File: src/rtl/sc_micro_sequencer.sv
// Microprogram sequencer: selects the next control-store address from the MIR
// COND/JUMP fields, latched PSR and IR, and stalls on memory microinstructions.
module sc_micro_sequencer #(
  parameter int CS_ADDRWIDTH = 11,
  parameter int IR_DATAWIDTH = 32
) (
  input  logic                    SC_MIR_CLOCK_50,
  input  logic                    SC_MIR_RESET_InHigh,
  input  logic                    SC_MICROSEQ_clear_InLow,
  input  logic [2:0]              SC_MICROSEQ_Cond_InBUS,
  input  logic [CS_ADDRWIDTH-1:0] SC_MICROSEQ_JumpAddr_InBUS,
  input  logic                    SC_MICROSEQ_Read_In,
  input  logic                    SC_MICROSEQ_Write_In,
  input  logic [3:0]              SC_MICROSEQ_ALU_InBUS,
  input  logic [3:0]              SC_MICROSEQ_Flags_InBUS,
  input  logic [IR_DATAWIDTH-1:0] SC_MICROSEQ_IR_InBUS,
  input  logic                    SC_MICROSEQ_MemDone_In,
  output logic [CS_ADDRWIDTH-1:0] SC_MICROSEQ_CSAddr_OutBUS,
  output logic                    SC_MICROSEQ_MIRLoad_Out,
  output logic                    SC_MICROSEQ_MemReq_Out,
  output logic [3:0]              SC_MICROSEQ_PSR_OutBUS,
  output logic [CS_ADDRWIDTH-1:0] SC_MICROSEQ_uPC_OutBUS
);

  typedef enum logic [1:0] {
    ST_INIT     = 2'd0,
    ST_RUN      = 2'd1,
    ST_MEM_WAIT = 2'd2
  } state_t;

  state_t                  state_q;
  logic [CS_ADDRWIDTH-1:0] upc_q;
  logic [3:0]              psr_q;

  logic [CS_ADDRWIDTH-1:0] next_addr;
  logic [CS_ADDRWIDTH-1:0] decode_addr;
  logic [CS_ADDRWIDTH-1:0] target;
  logic                    mem_access;
  logic                    retire;
  logic                    cc_alu;
  logic                    unused_ir;

  assign next_addr   = upc_q + CS_ADDRWIDTH'(1);
  assign decode_addr = {1'b1, SC_MICROSEQ_IR_InBUS[31:30], SC_MICROSEQ_IR_InBUS[24:19], 2'b00};
  assign mem_access  = SC_MICROSEQ_Read_In | SC_MICROSEQ_Write_In;
  assign cc_alu      = (SC_MICROSEQ_ALU_InBUS[3:2] == 2'b00);
  assign unused_ir   = ^SC_MICROSEQ_IR_InBUS;

  // Branch conditions read the latched PSR {n,z,v,c}, never the live flags.
  always_comb begin
    // NOTE: every always_comb output gets a default first so no path can infer a latch.
    target = next_addr;
    case (SC_MICROSEQ_Cond_InBUS)
      3'b001: target = psr_q[3] ? SC_MICROSEQ_JumpAddr_InBUS : next_addr;
      3'b010: target = psr_q[2] ? SC_MICROSEQ_JumpAddr_InBUS : next_addr;
      3'b011: target = psr_q[1] ? SC_MICROSEQ_JumpAddr_InBUS : next_addr;
      3'b100: target = psr_q[0] ? SC_MICROSEQ_JumpAddr_InBUS : next_addr;
      3'b101: target = SC_MICROSEQ_IR_InBUS[13] ? SC_MICROSEQ_JumpAddr_InBUS : next_addr;
      3'b110: target = SC_MICROSEQ_JumpAddr_InBUS;
      3'b111: target = decode_addr;
      default: target = next_addr;
    endcase
  end

  always_comb begin
    SC_MICROSEQ_CSAddr_OutBUS = '0;
    SC_MICROSEQ_MIRLoad_Out   = 1'b1;
    SC_MICROSEQ_MemReq_Out    = 1'b0;
    case (state_q)
      ST_RUN: begin
        if (mem_access) begin
          SC_MICROSEQ_CSAddr_OutBUS = upc_q;
          SC_MICROSEQ_MIRLoad_Out   = 1'b0;
          SC_MICROSEQ_MemReq_Out    = 1'b1;
        end else begin
          SC_MICROSEQ_CSAddr_OutBUS = target;
        end
      end
      ST_MEM_WAIT: begin
        SC_MICROSEQ_MemReq_Out = 1'b1;
        if (SC_MICROSEQ_MemDone_In) begin
          SC_MICROSEQ_CSAddr_OutBUS = target;
        end else begin
          SC_MICROSEQ_CSAddr_OutBUS = upc_q;
          SC_MICROSEQ_MIRLoad_Out   = 1'b0;
        end
      end
      default: ;
    endcase
  end

  assign retire = SC_MICROSEQ_MIRLoad_Out && (state_q == ST_RUN || state_q == ST_MEM_WAIT);

  // Clear has priority over every transition except the asynchronous reset.
  always_ff @(posedge SC_MIR_CLOCK_50 or posedge SC_MIR_RESET_InHigh) begin
    // NOTE: sequential state uses non-blocking assignments so all registers see pre-edge values.
    if (SC_MIR_RESET_InHigh) begin
      state_q <= ST_INIT;
      upc_q   <= '0;
      psr_q   <= '0;
    end else if (!SC_MICROSEQ_clear_InLow) begin
      state_q <= ST_INIT;
      upc_q   <= '0;
      psr_q   <= '0;
    end else begin
      case (state_q)
        ST_RUN:      if (mem_access) state_q <= ST_MEM_WAIT;
        ST_MEM_WAIT: if (SC_MICROSEQ_MemDone_In) state_q <= ST_RUN;
        default: begin
          state_q <= ST_RUN;
          upc_q   <= '0;
        end
      endcase
      if (retire) begin
        upc_q <= target;
        if (cc_alu) psr_q <= SC_MICROSEQ_Flags_InBUS;
      end
    end
  end

  assign SC_MICROSEQ_PSR_OutBUS = psr_q;
  assign SC_MICROSEQ_uPC_OutBUS = upc_q;

endmodule

File: config.mk
export PLATFORM = sky130hd
export DESIGN_NAME = sc_micro_sequencer
export DESIGN_NICKNAME = d
export VERILOG_FILES = /design/src/rtl/sc_micro_sequencer.sv
export SDC_FILE = /design/constraint.sdc
export NUM_CORES = 1
export LEC_CHECK = 0
export CAP_MARGIN = 15
export CORE_MARGIN = 3
export CORE_UTILIZATION = 44
export DETAILED_ROUTE_END_ITERATION = 6
export GPL_TIMING_DRIVEN = 0
export PLACE_DENSITY = 0.85
export SKIP_CTS_REPAIR_TIMING = 1
export SYNTH_ARGS = -nofsm -noshare
export SYNTH_HDL_FRONTEND = slang
export SYNTH_SLANG_ARGS = --single-unit
File: constraint.sdc
create_clock -name SC_MIR_CLOCK_50 -period 4.72 [get_ports SC_MIR_CLOCK_50]
set_clock_uncertainty 0.2 [all_clocks]
set_input_delay 0.944 -clock SC_MIR_CLOCK_50 [delete_from_list [all_inputs] [get_ports SC_MIR_CLOCK_50]]
set_output_delay 0.944 -clock SC_MIR_CLOCK_50 [all_outputs]
set_load 0.01 [all_outputs]
# --- Yosys cells after proc, flatten, opt, wreduce, memory -nomap -nowiden ---
# Index checks and enable logic that the tools add are counted.
op_classes:
  n_reduce_logical: 6
  n_mux: 24
  n_shift: 0
  div_mod_pow: 0
  magnitude_cmp: 0
  addsub: 1
  bitwise: 1
  n_eq_ne: 14
  multipliers: 0
ops:
  columns: ["op", "count"]
  rows:
  - ["$mux W11", 10]
  - ["$pmux W11 S7", 1]
  - ["$pmux W11 S2", 1]
  - ["$eq A3 B3 Y1 const B", 4]
  - ["$mux W4", 3]
  - ["$add A11 B1 Y11 const B", 1]
  - ["$eq A3 B2 Y1 const B", 2]
  - ["$mux W2", 3]
  - ["$ne A3 B3 Y1 const B", 2]
  - ["$ne A2 B1 Y1 const B", 2]
  - ["$pmux W1 S2", 2]
  - ["$pmux W2 S2", 1]
  - ["$reduce_and A2 Y1", 2]
  - ["$eq A3 B1 Y1 const B", 1]
  - ["$mux W1", 3]
  - ["$ne A3 B2 Y1 const B", 1]
  - ["$eq A2 B1 Y1 const B", 1]
  - ["$eq A2 B2 Y1 const B", 1]
  - ["$logic_not A2 Y1", 1]
  - ["$reduce_or A2 Y1", 1]
  - ["$logic_and A1 B1 Y1", 1]
  - ["$logic_or A1 B1 Y1", 1]
  - ["$or A1 B1 Y1", 1]
word_totals:
  out_inout_bits: 28
  latch_bits: 0
  rom_bits: 0
  ram_bits: 0
  elab_cells: 49
  in_bits: 60
  register_bits: 17
  mem_count: 0

# --- Depth between registers and ports, before layout ---
depth:
  depth_word: 6
  ltp_mapped: 8
  depth_no_buf: 7

# --- Worst setup path after synthesis ---
# OpenSTA, ideal clock, no wires.
synth_timing:
  path_type: "input -> output"
  startpoint: "input port SC_MICROSEQ_Cond_InBUS[1]"
  endpoint: "output port SC_MICROSEQ_CSAddr_OutBUS[5]"
  arrival_time_ns: 2.346
  path_buffers: 2
  required_ns: 3.576
  cell_stages: 7
  path_slack_ns: 1.230
  path_cell_list: "buf_4 or3_4 and2_4 and3_4 buf_6 o31ai_1 a22o_1"
synth_via:
  elab_chain_cells: 4
  elab_cells_between_ends: 11
  classes_between: "eq/ne: 7; mux: 4"
synth_rtl:
  columns: ["item", "line", "source"]
  rows:
  - ["start, declared", "10", "input logic [2:0] SC_MICROSEQ_Cond_InBUS,"]
  - ["$eq A3 B3 Y1, or another cell as far along", "53", "case (SC_MICROSEQ_Cond_InBUS)"]
  - ["$pmux W11 S7 (*)", "53", null]
  - ["$mux W11, on equally long branches", "81, 71", null]
  - ["$pmux W11 S2 (*)", "69", "case (state_q)"]
  - ["end, declared", "18", "output logic [CS_ADDRWIDTH-1:0] SC_MICROSEQ_CSAddr_OutBUS,"]
# Every way passes the cells marked *; elsewhere a longest branch is shown, timed or not.

# --- Worst setup path in the final report ---
layout_timing:
  startpoint: "input port SC_MICROSEQ_Cond_InBUS[0]"
  endpoint: "output port SC_MICROSEQ_CSAddr_OutBUS[5]"
# Same word-level chain as after synthesis.

==> key figures <==
Setup path
  – Worst EP arrival: 3.45 ns
  – Critical path launch point type: primary input
  – Max Fanout on Critical Path: 10
  – Required @ worst endpoint: 3.58 ns
  – CP endpoint kind: output port
  – Critical Setup Path Class: in2out

Layout
  – Finished Cell Area: 2460 um^2
  – Synthesis-to-finish area growth: 40.8%
  – Final net count: 338
  – Final Util: 65.8%
  – Ant diodes: 0
  – Fraction of layout cells with a size suffix above 1: 9.12%

Power and ir drop
  – Peak supply drop: 0.115 mV
  – LEAKAGE: 0.913 nW
  – Cell Pwr Density: 171 nW/um^2

Floorplan
  – Die Wd: 69.1 um
  – # rows: 22
  – Ports: 88
  – Die area: 4770 um^2
  – Core Region: 3740 um^2
  – Die H: 69.1 um
  – Initial core utilization: 46.7%

Synth
  – Synth Area in Simple Gates: 25.8%
  – Mux cell area share after synthesis: 3.43%
  – Number of flops mapped to enable cells by yosys: 0
  – Netlist Area Pre-Place: 1750 um^2
  – Complex-gate fraction of the synthesized area: 33.9%
  – Synthesized Nets: 273
  – Synth cell types: 61
  – #FFs+latches synth: 17
  – Synth Area in Adders: 2.15%
  – Largest family of logic cells by synthesized area: compound AO/OA/AOI/OAI gates
  – Post-Synth XOR/XNOR Area: 2.50%
  – Syn avg cell area: 8.33 um^2
  – Gate Count Post-Synth: 210
  – Asr flop ratio synth: 100%
  – Top FF cell, synth: dfrtp_1
  – Seq/Total Area, Yosys: 24.3%
  – Warnings, synthesis: 0

Status
  – Status: finished, final reports clean

Route
  – Post-route ant nets: 0
  – Per-cell routed wire length: 16.7 um
  – DRT iter0 DRCs: 136
  – DR vias/cell: 6.04
  – Via Count: 1944
  – DRC Markers: 0
  – DRT Pass-1 Iters: 4
  – Drt total wl: 5370 um

Timing
  – Slew HR: 48.9%
  – Hold Violations, Final: 0
  – Period utilization: 97.4%
  – Setup TNS Final: 0 ns
  – Final min period: 4.60 ns
  – RSZ-0062 raised after global routing: false
  – Final setup margin: 0.122 ns
  – Final setup violation count: 0
  – Slew Viols, Final: 0
  – Worst Tran Pin Value: 0.766 ns
  – Fmax: 217 MHz

Place
  – Post-Place Worst Slack: 0.107 ns
  – Placed Instance Area: 2410 um^2
  – Placer congestion estimate: 0.923
  – IO buf count: 60
  – Dpl hpwl: 4050 um

Clock network
  – Worst-path clk slew: 0.07 ns
  – Clock latency on the worst-skew pair: 0.27 ns
  – CTS tree: done
  – CTS buffer count: 3
  – Clock Sinks: 17
  – CTS Buffer Depth: 2
  – Htree depth: 1
  – Root Driver: clkbuf_8

GRT
  – Largest net degree at the start of global routing: 18
  – Total Routing Usage GR: 22.5%
  – Initial antenna violation count: 0
  – Number of global-route vias before repair: 1896
  – First-pass GRT wire length: 8920 um
  – Overflow left after global routing: 0

Min path
  – HP Class: reg2reg

Job
  – Number of max-cap violations: 0
## stage by stage
| step | std cells | power (mW) | hold WS [ns] |
|---|---|---|---|
| after floorplan | 210 | 0.241 | 0.313 |
| after global placement | 318 | 0.300 | 0.340 |
| after detailed placement | 318 | 0.303 | 0.347 |
| after CTS | 322 | 0.419 | 0.359 |
| after global routing | 322 | 0.437 | 0.400 |
| final | 322 | 0.421 | 0.355 |
## layout by cell type, fill, tap and decap left out, types with 5 or more instances in the layout
master            n
nand2_1          22
clkdlybuf4s50_1  60
nor2_1            5
a21oi_1          10
a22o_1           13
dfrtp_1          17
o21ai_0          14
and2_1            7
inv_1            13
a221o_1           6
o31ai_1           8
nand3_1           6
clkbuf_1          5
mux2i_1           6
nor3_1            6
## worst paths after layout
check                                                from                      endpoint  slack, ns  cells past startpoint
min in group asynchronous             SC_MIR_RESET_InHigh     SC_MICROSEQ_PSR_OutBUS[1]       0.87                      2
worst min register to register                 state_q[1]                    state_q[1]       0.36                      2
worst min-delay path                           state_q[1]                    state_q[1]       0.36                      2
worst max register to register                 state_q[1]    SC_MICROSEQ_uPC_OutBUS[10]       2.27                      7
worst max-delay path            SC_MICROSEQ_Cond_InBUS[0]  SC_MICROSEQ_CSAddr_OutBUS[5]       0.12                      8
max in group asynchronous             SC_MIR_RESET_InHigh     SC_MICROSEQ_uPC_OutBUS[8]       3.01                      2
## power breakdown
| part | internal [mW] | total [mW] | switching, mW |
|---|---|---|---|
| clock network | 0.0590 | 0.120 | 0.0605 |
| registers | 0.148 | 0.152 | 0.00333 |
| logic | 0.0739 | 0.150 | 0.0761 |
## critical path: stages
cell and delay (ns):
clkdlybuf4s50_1 0.45, buf_6 0.16, nor4b_2 0.16, a41oi_2 0.36
nand3_2 0.24, a221o_1 0.41, a22o_1 0.24, clkdlybuf4s50_1 0.48
## registers in the layout (all words and copies together) (netlist names)
signal / count
SC_MICROSEQ_uPC_OutBUS: 11
state_q: 2
SC_MICROSEQ_PSR_OutBUS: 4
## area by class of cell
cell class | count | area [um^2]
Buffer | 13 | 86.3
Clock buffer | 3 | 41.3
Clock inverter | 1 | 5.00
Fill cell | 349 | 1280
Inverter | 14 | 52.6
Multi-Input combinational cell | 166 | 1190
Sequential cell | 17 | 425
Tap cell | 48 | 60.1
Timing Repair Buffer | 60 | 601
## cells by family (layout without fill, tap and decap cells)
family / count (synthesis) / after routing
buffers and inverters: 27 / 91
muxes: 6 / 6
DFF: 17 / 17
adders and majority gates: 3 / 3
and+or+nand+nor: 75 / 75
xor gates and xnor gates: 5 / 5
AOI/OAI and AO/OA: 77 / 77
## synth_stat cells, types with 2 or more instances
cell	count	area (um^2)
a311oi_1	2	17.5
inv_1	13	48.8
a22o_1	13	114
nand4bb_1	2	22.5
buf_2	3	15.0
o21ai_0	14	70.1
o31ai_1	8	60.1
nor4_1	2	12.5
nor2_1	5	18.8
nor2b_1	4	25.0
ha_1	3	37.5
a21oi_1	10	50.1
a221o_1	6	60.1
mux2i_1	6	60.1
dfrtp_1	17	425
buf_6	4	45.0
nand2_1	22	82.6
nand3_1	6	30.0
o22ai_1	2	12.5
a221oi_1	2	17.5
xnor2_1	4	35.0
a21o_1	2	15.0
o211ai_1	2	15.0
clkbuf_1	5	18.8
nor3_1	6	30.0
and3_4	2	22.5
a211oi_1	3	22.5
nand2b_1	3	18.8
and2_1	7	43.8
## routing by layer
layer	up-vias	wire (um)	track usage, %
met4	0	65	7.16
li1	933	-	-
met5	-	0	0
met3	7	411	4.66
met1	903	2340	28.4
met2	101	2560	38.1
Note: power is estimated with default switching activity, not from simulation.
==> edit, RTL diff (same flow settings) <==
Register the input `SC_MICROSEQ_ALU_InBUS` before use, cleared by the reset. The logic sees it one clock later. The other inputs are not delayed to match.
--- a/src/rtl/sc_micro_sequencer.sv
+++ b/src/rtl/sc_micro_sequencer.sv
@@ -29,4 +29,14 @@
   } state_t;
 
+  logic [3:0] SC_MICROSEQ_ALU_InBUS_q;
+
+  always_ff @(posedge SC_MIR_CLOCK_50 or posedge SC_MIR_RESET_InHigh) begin
+    if (SC_MIR_RESET_InHigh) begin
+      SC_MICROSEQ_ALU_InBUS_q <= '0;
+    end else begin
+      SC_MICROSEQ_ALU_InBUS_q <= SC_MICROSEQ_ALU_InBUS;
+    end
+  end
+
   state_t                  state_q;
   logic [CS_ADDRWIDTH-1:0] upc_q;
@@ -44,5 +54,5 @@
   assign decode_addr = {1'b1, SC_MICROSEQ_IR_InBUS[31:30], SC_MICROSEQ_IR_InBUS[24:19], 2'b00};
   assign mem_access  = SC_MICROSEQ_Read_In | SC_MICROSEQ_Write_In;
-  assign cc_alu      = (SC_MICROSEQ_ALU_InBUS[3:2] == 2'b00);
+  assign cc_alu      = (SC_MICROSEQ_ALU_InBUS_q[3:2] == 2'b00);
   assign unused_ir   = ^SC_MICROSEQ_IR_InBUS;
 
Formal check against the unedited RTL: not equivalent (a bounded check fails within 4 cycles, from zero or initial values and one cycle with SC_MIR_RESET_InHigh high).
==> edit against the unedited design <==
Combinational power shrank 17%. Design area shrank 10%. Power shrank 9.1%. Area after synthesis shrank 13%. Wire length shrank 16%. Clock power shrank 25%. Critical path type unchanged. Sequential cell count grew 2. Hold slack gained 31 ps. Setup slack lost 14 ps. Critical endpoint unchanged.
==> edit: results (changes against the unedited design) <==
----------------------------------------------------
[Status]
  Result of the run ... completed

[Hold path]
  Worst min path class ... flip-flop to flip-flop
  Hold path start ... SC_MICROSEQ_uPC_OutBUS[9]

[Synthesis]
  Synth Net Count ... 234 (-14%)
  List of most frequent post-synthesis cells ... sky130_fd_sc_hd__dfrtp_1 (19), sky130_fd_sc_hd__o21ai_0 (17), sky130_fd_sc_hd__nor2_1 (15)
  Post-synth cell types ... 49 (-20%)

[Timing]
  Slew of the pin with the lowest slew margin ... 760 ps (-6.43 ps)

[Global routing]
  First-pass GRT wire length ... 7320 um (-18%)
  Number of antenna violations at the first check in global routing ... 0 (unchanged)
  GRT met2 Usage ... 0.365 (-0.0161)
  GRT met3 Usage ... 0.0485 (+0.00188)
  Global routing usage summed across all routing layers ... 0.220 (-0.00471)
  Met1 usage in global routing ... 0.295 (+0.0114)
  Via count of the first global-routing pass ... 1536 (-19%)

[Critical path]
  Slowest cell on crit path ... sky130_fd_sc_hd__nor3_2
  Slowest stage delay, CP ... 540 ps (+60 ps)

[Detailed routing]
  Number of violations reported at the end of detailed-routing iteration 0 ... 140 (+2.9%)
  Routed wire length per instance ... 16.3 um (-2.2%)
  Routed vias ... 1626 (-16%)

[Cells and area]
  Fraction of layout cells with a size suffix above 1 ... 0.0983 (+0.00705)
  Fill cell total of the finished layout ... 275 (-21%)

[Pwr]
  Max IR drop VDD ... 0.185 mV (+61%)
  Net switching power of the design ... 0.122 mW (-13%)

[Place]
  Input/output buffers ... 59 (-1.7%)
  Post-DP HPWL ... 3520 um (-13%)

[CTS]
  CTS Root Buffer Type ... sky130_fd_sc_hd__clkbuf_4
  Clk Latency, worst-skew pair ... 310 ps (+40 ps)
  CTS clock-pin slew for the worst setup and hold paths ... 120 ps (+50 ps)

----------------------------------------------------
-- edit: metrics by stage --
stage | util | instances | setup WS [ps] | hold WS, ps | cell area, um2
after floorplan | - | 171 | 1290 | 334 | 1530
after global placement | 0.685 | 274 | 174 | 317 | 2180
after detailed placement | 0.685 | 274 | 210 | 332 | 2180
after CTS | 0.694 | 278 | 194 | 360 | 2210
after global routing | 0.694 | 278 | 55.8 | 429 | 2210
final | 0.694 | 278 | 107 | 386 | 2210
-- edit: worst paths after layout --
| path | to | slack (ps) | cells past startpoint |
|---|---|---|---|
| setup / recovery | SC_MICROSEQ_CSAddr_OutBUS[5] | 110 | 8 |
| hold / removal | SC_MICROSEQ_uPC_OutBUS[9] | 390 | 2 |
| setup reg to reg | SC_MICROSEQ_uPC_OutBUS[7] | 2330 | 8 |
| hold reg to reg | SC_MICROSEQ_uPC_OutBUS[9] | 390 | 2 |
| max in group asynchronous | SC_MICROSEQ_uPC_OutBUS[4] | 2990 | 2 |
| min in group asynchronous | SC_MICROSEQ_PSR_OutBUS[0] | 860 | 2 |
-- edit: final cells by class --
type | instances | share of cell area
multi-input cells | 136 | 0.442
well taps | 44 | 0.0250
inverters | 9 | 0.0164
plain buffers | 7 | 0.0193
clock buffers | 3 | 0.0102
clock inverters | 1 | 0.00340
repair buffers | 59 | 0.268
flip-flops and latches | 19 | 0.216
-- edit: cells by family after synthesis --
group	after synthesis	share of synthesized area
AO/OA/AOI/OAI	68	0.362
AND/OR/NAND/NOR	55	0.189
flip-flops	19	0.311
buffers and inverters	16	0.0515
multiplexers	6	0.0392
XOR/XNOR	4	0.0229
adder cells (fa/ha/maj)	3	0.0245
-- edit: worst min-delay path, stage by stage, from the launching register on --
cell	delay, ps
sky130_fd_sc_hd__dfrtp_1	410
sky130_fd_sc_hd__nand2_1	60
sky130_fd_sc_hd__o21ai_0	90
-- edit: power groups by stage --
stage | combinational, mW | clock, mW | sequential (mW)
after detailed placement | 0.122 | 0 | 0.173
after global placement | 0.121 | 0 | 0.173
after global routing | 0.134 | 0.101 | 0.170
after floorplan | 0.0686 | 0 | 0.173
after CTS | 0.123 | 0.0909 | 0.170
final | 0.124 | 0.0895 | 0.170
-- edit: metal layers --
| layer | part of all wire | wire (um) | up-vias |
|---|---|---|---|
| met5 | 0 | 0 | - |
| met4 | 0.0086 | 39 | 0 |
| li1 | - | - | 787 |
| met2 | 0.47 | 2130 | 70 |
| met1 | 0.44 | 2010 | 762 |
| met3 | 0.079 | 359 | 7 |
